`config.mk`:
```
export PLATFORM = sky130hd
export DESIGN_NAME = bus_grant_arbiter_flat
export DESIGN_NICKNAME = d
export VERILOG_FILES = /design/src/rtl/bus_grant_arbiter_if.sv /design/src/rtl/bus_grant_arbiter.sv /design/src/flat_wrapper.sv
export SDC_FILE = /design/constraint.sdc
export NUM_CORES = 1
export LEC_CHECK = 0
export ABC_AREA = 1
export CORE_ASPECT_RATIO = 1.4
export CORE_UTILIZATION = 42
export DETAILED_ROUTE_END_ITERATION = 8
export GPL_TIMING_DRIVEN = 0
export PLACE_DENSITY = 0.58
export SETUP_SLACK_MARGIN = 0.15
export SYNTH_ARGS = -nofsm -noshare
export SYNTH_HDL_FRONTEND = slang
export SYNTH_SLANG_ARGS = --single-unit
```
`constraint.sdc`:
```
create_clock -name clk -period 8.2 [get_ports clk]
set_input_delay 0.82 -clock clk [delete_from_list [all_inputs] [get_ports clk]]
set_output_delay 0.82 -clock clk [all_outputs]
set_load 0.01 [all_outputs]
```
`src/rtl/bus_grant_arbiter_if.sv`:
```
// Bus arbitration handshake bundle: requests in, select/grant/status out.
// The master side raises requests; the slave side is the arbiter.
interface bus_grant_arbiter_if #(
    parameter int CONF_W = 8
);
    logic [24:0]       req;
    logic              const_req;
    logic              conflict_clr;
    logic [4:0]        select;
    logic [24:0]       grant;
    logic              busy;
    logic [CONF_W-1:0] conflict_cnt;

    modport master (
        output req,
        output const_req,
        output conflict_clr,
        input  select,
        input  grant,
        input  busy,
        input  conflict_cnt
    );

    modport slave (
        input  req,
        input  const_req,
        input  conflict_clr,
        output select,
        output grant,
        output busy,
        output conflict_cnt
    );
endinterface

```
`src/rtl/bus_grant_arbiter.sv`:
```
// Shared-bus owner arbiter: constant source first, then round-robin over
// 25 sources, with hold timeout, idle turnaround and contention counter.
module bus_grant_arbiter #(
    parameter int MAX_HOLD = 4,
    parameter int CONF_W   = 8
) (
    input  logic                 clk,
    input  logic                 clear_n,
    bus_grant_arbiter_if.slave   bus
);

    localparam logic       IDLE      = 1'b0;
    localparam logic       OWN       = 1'b1;
    localparam logic [4:0] CONST_SEL = 5'd31;
    localparam logic [3:0] HOLD_LAST = 4'(MAX_HOLD - 1);

    logic              state_q, state_d;
    logic [4:0]        select_q, select_d;
    logic [24:0]       grant_q, grant_d;
    logic              busy_q, busy_d;
    logic [3:0]        hold_q, hold_d;
    logic [4:0]        last_q, last_d;
    logic [CONF_W-1:0] cnt_q, cnt_d;

    logic        rr_found;
    logic [4:0]  rr_idx;
    logic [5:0]  scan_p;
    logic        contend;
    logic        own_const;
    logic        owner_req;
    logic        other_pend;
    logic        release_own;

    // Scan starts one past the last source owner and wraps 24 -> 0.
    always_comb begin
        rr_found = 1'b0;
        rr_idx   = '0;
        scan_p   = '0;
        for (int k = 1; k <= 25; k++) begin
            scan_p = {1'b0, last_q} + 6'(k);
            if (scan_p >= 6'd25) scan_p = scan_p - 6'd25;
            if (!rr_found && bus.req[scan_p[4:0]]) begin
                rr_found = 1'b1;
                rr_idx   = scan_p[4:0];
            end
        end
    end

    assign contend = ((bus.req & (bus.req - 25'd1)) != '0) ||
                     (bus.const_req && (bus.req != '0));

    assign own_const  = (select_q == CONST_SEL);
    assign owner_req  = own_const ? bus.const_req : |(bus.req & grant_q);
    assign other_pend = own_const ? (bus.req != '0)
                                  : (((bus.req & ~grant_q) != '0) ||
                                     bus.const_req);
    assign release_own = !owner_req ||
                         ((hold_q == HOLD_LAST) && other_pend);

    always_comb begin
        state_d  = state_q;
        select_d = select_q;
        grant_d  = grant_q;
        busy_d   = busy_q;
        hold_d   = hold_q;
        last_d   = last_q;
        unique case (state_q)
            IDLE: begin
                hold_d = '0;
                if (bus.const_req) begin
                    state_d  = OWN;
                    select_d = CONST_SEL;
                    grant_d  = '0;
                    busy_d   = 1'b1;
                end else if (rr_found) begin
                    state_d  = OWN;
                    select_d = rr_idx + 5'd1;
                    grant_d  = 25'd1 << rr_idx;
                    busy_d   = 1'b1;
                    last_d   = rr_idx;
                end
            end
            OWN: begin
                if (release_own) begin
                    state_d  = IDLE;
                    select_d = '0;
                    grant_d  = '0;
                    busy_d   = 1'b0;
                    hold_d   = '0;
                end else if (hold_q != 4'd15) begin
                    hold_d = hold_q + 4'd1;
                end
            end
            default: state_d = IDLE;
        endcase
    end

    // Clear beats a same-cycle increment; count only while idle.
    always_comb begin
        cnt_d = cnt_q;
        if (bus.conflict_clr) begin
            cnt_d = '0;
        end else if (state_q == IDLE && contend && cnt_q != '1) begin
            cnt_d = cnt_q + 1'b1;
        end
    end

    always_ff @(posedge clk) begin
        if (!clear_n) begin
            state_q  <= IDLE;
            select_q <= '0;
            grant_q  <= '0;
            busy_q   <= 1'b0;
            hold_q   <= '0;
            last_q   <= 5'd24;
            cnt_q    <= '0;
        end else begin
            state_q  <= state_d;
            select_q <= select_d;
            grant_q  <= grant_d;
            busy_q   <= busy_d;
            hold_q   <= hold_d;
            last_q   <= last_d;
            cnt_q    <= cnt_d;
        end
    end

    assign bus.select       = select_q;
    assign bus.grant        = grant_q;
    assign bus.busy         = busy_q;
    assign bus.conflict_cnt = cnt_q;

endmodule

```
`src/flat_wrapper.sv`:
```
// flat-port wrapper written by rule: the top's interface ports become plain ports
module bus_grant_arbiter_flat 
#(
    parameter int MAX_HOLD = 4,
    parameter int CONF_W   = 8
)
  (clk, clear_n, bus_req, bus_const_req, bus_conflict_clr, bus_select, bus_grant, bus_busy, bus_conflict_cnt);
  bus_grant_arbiter_if #(.CONF_W(CONF_W)) bus_i ();
  input  logic clk;
  input  logic clear_n;
  input wire logic [$bits(bus_i.req)-1:0] bus_req;
  input wire logic [$bits(bus_i.const_req)-1:0] bus_const_req;
  input wire logic [$bits(bus_i.conflict_clr)-1:0] bus_conflict_clr;
  output wire logic [$bits(bus_i.select)-1:0] bus_select;
  output wire logic [$bits(bus_i.grant)-1:0] bus_grant;
  output wire logic [$bits(bus_i.busy)-1:0] bus_busy;
  output wire logic [$bits(bus_i.conflict_cnt)-1:0] bus_conflict_cnt;
  assign bus_i.req = bus_req;
  assign bus_i.const_req = bus_const_req;
  assign bus_i.conflict_clr = bus_conflict_clr;
  assign bus_select = bus_i.select;
  assign bus_grant = bus_i.grant;
  assign bus_busy = bus_i.busy;
  assign bus_conflict_cnt = bus_i.conflict_cnt;
  bus_grant_arbiter #(.MAX_HOLD(MAX_HOLD), .CONF_W(CONF_W)) u_core (.clk(clk), .clear_n(clear_n), .bus(bus_i));
endmodule
```
# [Word-level counts from Yosys, hierarchy flattened]
# Cells that the tools add are included.
[totals] reg_bits=49 inputBits=29 out_inout_bits=39 elab_cells=335
[classes] addsub=54 n_lt_le_gt_ge=50 eq_ne=7 n_shift=1 n_mux=146 bitwise=7 n_reduce_logical=63
[op_table] cell="$mux W5" n=53
[op_table] cell="$ge A6 B5 Y1 const B" n=25
[op_table] cell="$lt A5 B6 Y1 const B" n=25
[op_table] cell="$bmux W1 S5" n=25
[op_table] cell="$sub A5 B5 Y5 const B" n=25
[op_table] cell="$and A25 B25 Y25" n=3
[op_table] cell="$mux W25" n=3
[op_table] cell="$reduce_bool A25 Y1" n=3
[op_table] cell="$add A5 B5 Y6 const B" n=10
[op_table] cell="$mux W1" n=58
[op_table] cell="$pmux W25 S2" n=1
[op_table] cell="$add A5 B4 Y6 const B" n=8
[op_table] cell="$logic_and A1 B1 Y1" n=28
[op_table] cell="$logic_not A1 Y1" n=25
[op_table] cell="$not A25 Y25" n=1
[op_table] cell="$reduce_or A25 Y1" n=1
[op_table] cell="$shl A1 B5 Y25 const A" n=1
[op_table] cell="$sub A25 B1 Y25 const B" n=1
[op_table] cell="$add A5 B3 Y6 const B" n=4
[op_table] cell="$add A5 B2 Y6 const B" n=2
[op_table] cell="$pmux W5 S2" n=1
[op_table] cell="$add A8 B1 Y8 const B" n=1
[op_table] cell="$mux W4" n=2
[op_table] cell="$ne A8 B8 Y1 const B" n=1
[op_table] cell="16 further kinds" n=21

# [Depth between registers and ports, before layout]
[depth] word_depth=82 ltp_mapped=53 mapped_depth_nobuf=48

# [Worst setup path before layout]
# Ideal clock, no wire load.
[synth_timing] kind="register to register" from="register u_core.last_q[0]" to="register u_core.grant_q[6] (netlist: u_core.bus.grant[6])" setup_ns=0.072 arrival_time_ns=5.407 required_time_ns=8.128 slack_ns=2.721 stages_incl_launch_ff=37 path_buffers=5 cell_sequence="dfxtp_1 -> buf_4 -> inv_2 -> buf_2 -> buf_2 -> buf_2 -> ha_1 -> buf_1 -> nor3_1 -> xor2_1 -> nand2_1 -> o21ai_0 -> nand3_1 -> nand3_2 -> nand2_2 -> nor2_8 -> nand3_4 -> nor2_8 -> nand4_4 -> nor2_4 -> nand4_4 -> nor2_4 -> nand4_4 -> nor3_4 -> nand4_1 -> nor2_2 -> nand3_2 -> clkinv_1 -> nand2_1 -> nand2_1 -> nand2_1 -> inv_1 -> ha_1 -> inv_1 -> nor3_4 -> nand2_1 -> a21oi_1"
[synth_via] elab_chain_cells=82 elab_cells_between_ends=254
[synth_rtl] element="start, declared" line_no="bus_grant_arbiter.sv:22" text="logic [4:0] last_q, last_d;"
[synth_rtl] element="start signal, assigned" line_no="bus_grant_arbiter.sv:123" text="last_q <= last_d;"
[synth_rtl] element="$add A5 B1 Y6" line_no="bus_grant_arbiter.sv:40" text="scan_p = {1'b0, last_q} + 6'(k);"
[synth_rtl] element="$sub A5 B5 Y5 or $ge A6 B5 Y1 (tied branches)" line_no="bus_grant_arbiter.sv:41" text="if (scan_p >= 6'd25) scan_p = scan_p - 6'd25;"
[synth_rtl] element="$mux W5" line_no="bus_grant_arbiter.sv:41"
[synth_rtl] element="$bmux W1 S5" line_no="bus_grant_arbiter.sv:42" text="if (!rr_found && bus.req[scan_p[4:0]]) begin"
[synth_rtl] element="$mux W1 (not written as such)" line_no="bus_grant_arbiter.sv:42"
[synth_rtl] element="$mux W1" line_no="bus_grant_arbiter.sv:42"
[synth_rtl] element="$logic_not A1 Y1" line_no="bus_grant_arbiter.sv:42"
[synth_rtl] element="$logic_and A1 B1 Y1" line_no="bus_grant_arbiter.sv:42"
[synth_rtl] element="(+67 left out)"
[synth_rtl] element="$logic_not A1 Y1" line_no="bus_grant_arbiter.sv:42"
[synth_rtl] element="$logic_and A1 B1 Y1" line_no="bus_grant_arbiter.sv:42"
[synth_rtl] element="$mux W5 *" line_no="bus_grant_arbiter.sv:42"
[synth_rtl] element="via u_core.rr_idx[0]" line_no="bus_grant_arbiter.sv:26" text="logic [4:0] rr_idx;"
[synth_rtl] element="$shl A1 B5 Y25 *" line_no="bus_grant_arbiter.sv:78" text="grant_d = 25'd1 << rr_idx;"
[synth_rtl] element="$mux W25 *" line_no="bus_grant_arbiter.sv:75" text="end else if (rr_found) begin"
[synth_rtl] element="$mux W25 *" line_no="bus_grant_arbiter.sv:70" text="if (bus.const_req) begin"
[synth_rtl] element="$pmux W25 S2 *" line_no="bus_grant_arbiter.sv:67" text="unique case (state_q)"
[synth_rtl] element="end signal, assigned" line_no="bus_grant_arbiter.sv:120" text="grant_q <= grant_d;"
[synth_rtl] element="end, declared" line_no="bus_grant_arbiter.sv:19" text="logic [24:0] grant_q, grant_d;"
# Mark *: on every way through the listed nets, which the timed path passes. The rest lies on a longest branch. The select of a mux whose other input is x is not followed.
# A chain may end at the register's enable or synchronous reset.

# [Worst setup path in the final report]
[layout_timing] from="register u_core.last_q[0]" to="register u_core.grant_q[21] (netlist: u_core.bus.grant[21])"
[layout_via] elab_chain_cells=82 elab_cells_between_ends=254
[layout_rtl] element="$add A5 B1 Y6" line_no="bus_grant_arbiter.sv:40"
[layout_rtl] element="$sub A5 B5 Y5 or $ge A6 B5 Y1 (tied branches)" line_no="bus_grant_arbiter.sv:41"
[layout_rtl] element="$mux W5" line_no="bus_grant_arbiter.sv:41"
[layout_rtl] element="$bmux W1 S5" line_no="bus_grant_arbiter.sv:42"
[layout_rtl] element="$mux W1 (not written as such)" line_no="bus_grant_arbiter.sv:42"
[layout_rtl] element="$mux W1" line_no="bus_grant_arbiter.sv:42"
[layout_rtl] element="$logic_not A1 Y1" line_no="bus_grant_arbiter.sv:42"
[layout_rtl] element="$logic_and A1 B1 Y1" line_no="bus_grant_arbiter.sv:42"
[layout_rtl] element="(+66 left out)"
[layout_rtl] element="$mux W1" line_no="bus_grant_arbiter.sv:42"
[layout_rtl] element="$logic_not A1 Y1" line_no="bus_grant_arbiter.sv:42"
[layout_rtl] element="$logic_and A1 B1 Y1" line_no="bus_grant_arbiter.sv:42"
[layout_rtl] element="$mux W5" line_no="bus_grant_arbiter.sv:42"
[layout_rtl] element="$shl A1 B5 Y25" line_no="bus_grant_arbiter.sv:78"
[layout_rtl] element="$mux W25" line_no="bus_grant_arbiter.sv:75"
[layout_rtl] element="$mux W25" line_no="bus_grant_arbiter.sv:70"
[layout_rtl] element="$pmux W25 S2" line_no="bus_grant_arbiter.sv:67"
# Parallel ways exist; a longest one is shown, timed or not. The select of a mux whose other input is x is not followed.

==> impl_metrics.env <==
export IMPL_die_w_um=154
export IMPL_synth_flop_cell="dfxtp_1"
export IMPL_grt_pass1_vias=18200
export IMPL_ys_async_sr_fraction_pct=0
export IMPL_synthXorXnorAreaFrac_pct=2.59
export IMPL_htreeDepth=2
export IMPL_antenna_left=0
export IMPL_clock_sinks=49
export IMPL_synth_net_count=2625
export IMPL_wl_met3_um=8980
export IMPL_grt_antenna_before_repair=2
export IMPL_final_fill_count=3609
export IMPL_via_per_inst=6.47
export IMPL_violations="max-capacitance violations, max-slew violations"
export IMPL_tritoncts="built"
export IMPL_ys_seq_area_share_pct=7.18
export IMPL_drive_gt1_share_pct=8.02
export IMPL_r2r_start="u_core.last_q[0]$_SDFFE_PN0P_"
export IMPL_highest_layer="met5"
export IMPL_cp_data_arrival_time_ns=7.95
export IMPL_synth_avg_cell_area_um2=5.33
export IMPL_worstPathMaxFanout=13
export IMPL_nets=2694
export IMPL_row_count=77
export IMPL_worst_path_stages=35
export IMPL_wl_per_cell_um=26.4
export IMPL_die_area_mm2=0.0333
export IMPL_cts_root_buf="clkbuf_16"
export IMPL_drt_iter0_drc=2157
export IMPL_cts_clk_slew_worst_paths_ns=0.07
export IMPL_synth_top_family_by_area="simple AND/OR/NAND/NOR gates"
export IMPL_synth_area_mm2=0.0137
export IMPL_r2r_cells=35
export IMPL_worst_pin_slew_ns=1.54
export IMPL_vias=19600
export IMPL_synth_cells=2561
export IMPL_io_pins=68
export IMPL_cp_start_kind="flop"
export IMPL_fin_crit_sh_pct=94.2
export IMPL_setup_tns_ns=0
export IMPL_slew_viol_final=13
export IMPL_critPathSlowestCell="nor2_1"
export IMPL_area_delta_synth_final_pct=9.44
export IMPL_globalplace_congestion=1.12
export IMPL_clockBufferDepth=2
export IMPL_end_kind="flop"
export IMPL_synth_area_mux_share_pct=0.147
export IMPL_grt_pass1_wl_um=117000
export IMPL_synth_compound_area_share_pct=29.7
export IMPL_max_cap_violations=2
export IMPL_dpl_hpwl_um=59400
export IMPL_finalHoldViolations=0
export IMPL_path_delay_family="simple AND/OR/NAND/NOR gates"
export IMPL_setup_viol=0
export IMPL_rsz0062_at_grt="false"
export IMPL_met2_length_um=34300
export IMPL_synth_simple_area_share_pct=45.0
export IMPL_path_class="reg2reg"
export IMPL_ys_ff_latch=49
export IMPL_holdCritPathClass="reg2reg"
export IMPL_clock_latency_ns=0.30
export IMPL_cp_data_required_time_ns=8.42
export IMPL_layout_min_cycle_time_ns=7.72
export IMPL_first_pass_iters=7
export IMPL_timing_rr_end="u_core.bus.grant[21]$_SDFFE_PN0P_"
export IMPL_outcome="complete, but fails checks"
export IMPL_start_util_pct=43.0
export IMPL_ys_warn_count=0
export IMPL_cp_num_buf_inv=7
export IMPL_synth_edf_count=0
export IMPL_synthAdderAreaFrac_pct=3.21
export IMPL_portBuffers=59
export IMPL_wirelength_um=79900
export IMPL_relSlewSlack_pct=-5.54
export IMPL_finClkSkew_ns=0.0102
export IMPL_track_usage_pct=47.6
export IMPL_crit_path_end="u_core.bus.grant[21]$_SDFFE_PN0P_"
export IMPL_core_mm2=0.0318
export IMPL_wl_met1_um=26700
export IMPL_cts_made_buffers=5
export IMPL_die_h_um=215
export IMPL_ys_types=67
export IMPL_slowest_delay_ns=1.13
export IMPL_startpoint="u_core.last_q[0]$_SDFFE_PN0P_"
export IMPL_cpMostUsedCell="nand2_1"
export IMPL_r2r_setup_slack_ns=0.48
export IMPL_grt_overflow=0
export IMPL_grt_max_degree=18
export IMPL_post_route_drc_count=0
export IMPL_max_freq_mhz=129
## final cells by class
class	count	area (um^2)	area share, %
sequential	49	982	6.57
clock inverter	2	16.3	0.109
tap	395	494	3.31
clock buffer	5	125	0.837
multi-input combinational	2110	11000	73.9
antenna	1	2.50	0.0167
inverter	272	1030	6.86
buffer	130	644	4.31
timing repair buffer	62	617	4.13
## worst reg2reg max path: cells and delay by family (launching register included)
kind / cells / cell delay, ns
and+or+nand+nor: 22 / 4.17
buffers and inverters: 7 / 1.66
AOI/OAI and AO/OA: 4 / 0.81
adders and majority gates: 2 / 0.62
DFF: 1 / 0.38
## cell families (layout without fill, tap and decap cells)
kind of cell	count (synthesis)	count (layout)
AO/OA/AOI/OAI	689	689
adder cells (fa/ha/maj)	35	35
other	0	1
multiplexers	2	2
AND/OR/NAND/NOR	1350	1350
flip-flops	49	49
buffers and inverters	402	471
XOR/XNOR	34	34
## stage by stage
stage          std cells  hold slack [ns]  setup WS [ns]  area (um^2)  util (%)
2_1_floorplan       2561            0.477           2.72        13700         -
3_3_place_gp        3015            0.457          0.418        14700      46.4
3_5_place_dp        3015            0.459          0.398        14700      46.4
4_1_cts             3022            0.472          0.341        14900      46.8
5_1_grt             3025            0.509          0.207        14900      47.0
6_report            3026            0.472          0.477        14900      47.0
## placed cells by master (no fill, tap or decap), drive strengths merged, types with 4 or more instances in the layout
cell type	netlist	final
inv	262	262
ha	35	35
nand3	334	334
xor2	25	25
clkbuf	87	96
o22ai	22	22
nand2	730	730
nor3	33	33
o221ai	20	20
a31oi	11	11
o2111ai	5	5
nor4	13	13
dfxtp	49	49
nor2	201	201
o21ai	323	323
o31ai	4	4
a21oi	176	176
nand4	33	33
o211ai	88	88
a211oi	5	5
xnor2	9	9
clkinv	10	11
clkdlybuf4s50	0	59
o311ai	15	15
buf	43	42
## sequential cells by signal (all words and copies together), names as in the netlist
name	flops
u_core.bus.busy	1
u_core.bus.conflict_cnt	8
u_core.bus.grant	25
u_core.bus.select	5
u_core.hold_q	4
u_core.last_q	5
u_core.state_q	1
## per-layer routing
| metal | up-vias | global-route usage [%] |
|---|---|---|
| met5 | - | 1.49 |
| met1 | 8795 | 50.9 |
| met3 | 546 | 12.8 |
| li1 | 8887 | - |
| met2 | 1338 | 74.2 |
| met4 | 4 | 48.0 |
## worst min-delay path by stage
stage	startpoint	endpoint	slack [ns]	cells after the start
after global routing	u_core.bus.busy$_SDFFE_PN0P_	u_core.bus.busy$_SDFFE_PN0P_	0.51	2
final	u_core.bus.busy$_SDFFE_PN0P_	u_core.bus.busy$_SDFFE_PN0P_	0.47	2
after floorplan	u_core.hold_q[3]$_SDFFE_PN0P_	u_core.hold_q[3]$_SDFFE_PN0P_	0.48	2
after CTS	u_core.bus.busy$_SDFFE_PN0P_	u_core.bus.busy$_SDFFE_PN0P_	0.47	2
after detailed placement	u_core.bus.busy$_SDFFE_PN0P_	u_core.bus.busy$_SDFFE_PN0P_	0.46	2
after global placement	u_core.bus.busy$_SDFFE_PN0P_	u_core.bus.busy$_SDFFE_PN0P_	0.46	2
## cell usage after synthesis, types with 4 or more instances
master,number,area (um^2)
nand2_1,689,2590
nand3_1,323,1620
o21ai_0,265,1330
inv_1,228,856
nor2_1,184,691
a21oi_1,172,861
o211ai_1,88,661
clkbuf_1,87,327
dfxtp_1,49,981
o21ai_1,39,195
ha_1,35,438
inv_2,32,120
nand2_2,30,188
nand4_1,28,175
nor3_1,27,135
buf_2,24,120
o22ai_1,22,138
o221ai_1,20,175
xor2_1,20,175
o21ai_2,18,158
nor4_1,13,81.3
o311ai_0,13,114
nor2_4,12,135
nand2_4,11,124
clkinv_1,10,37.5
a31oi_1,9,56.3
nand3_2,9,90.1
buf_6,8,90.1
xnor2_1,8,70.1
buf_4,6,45.0
a211oi_1,5,37.5
nor3_4,5,81.3
o2111ai_1,5,43.8
a21oi_2,4,35.0
nand4_4,4,85.1
xor2_2,4,65.1
## repair_timing
action                     in CTS  in global routing
resized for setup               0                 21
hold buffers                    0                  0
setup endpoints to repair       0                 27
buffers inserted                0                  0
Power is not shown: default switching activity piles up to over one toggle a cycle in this logic, so the estimate is an artifact.
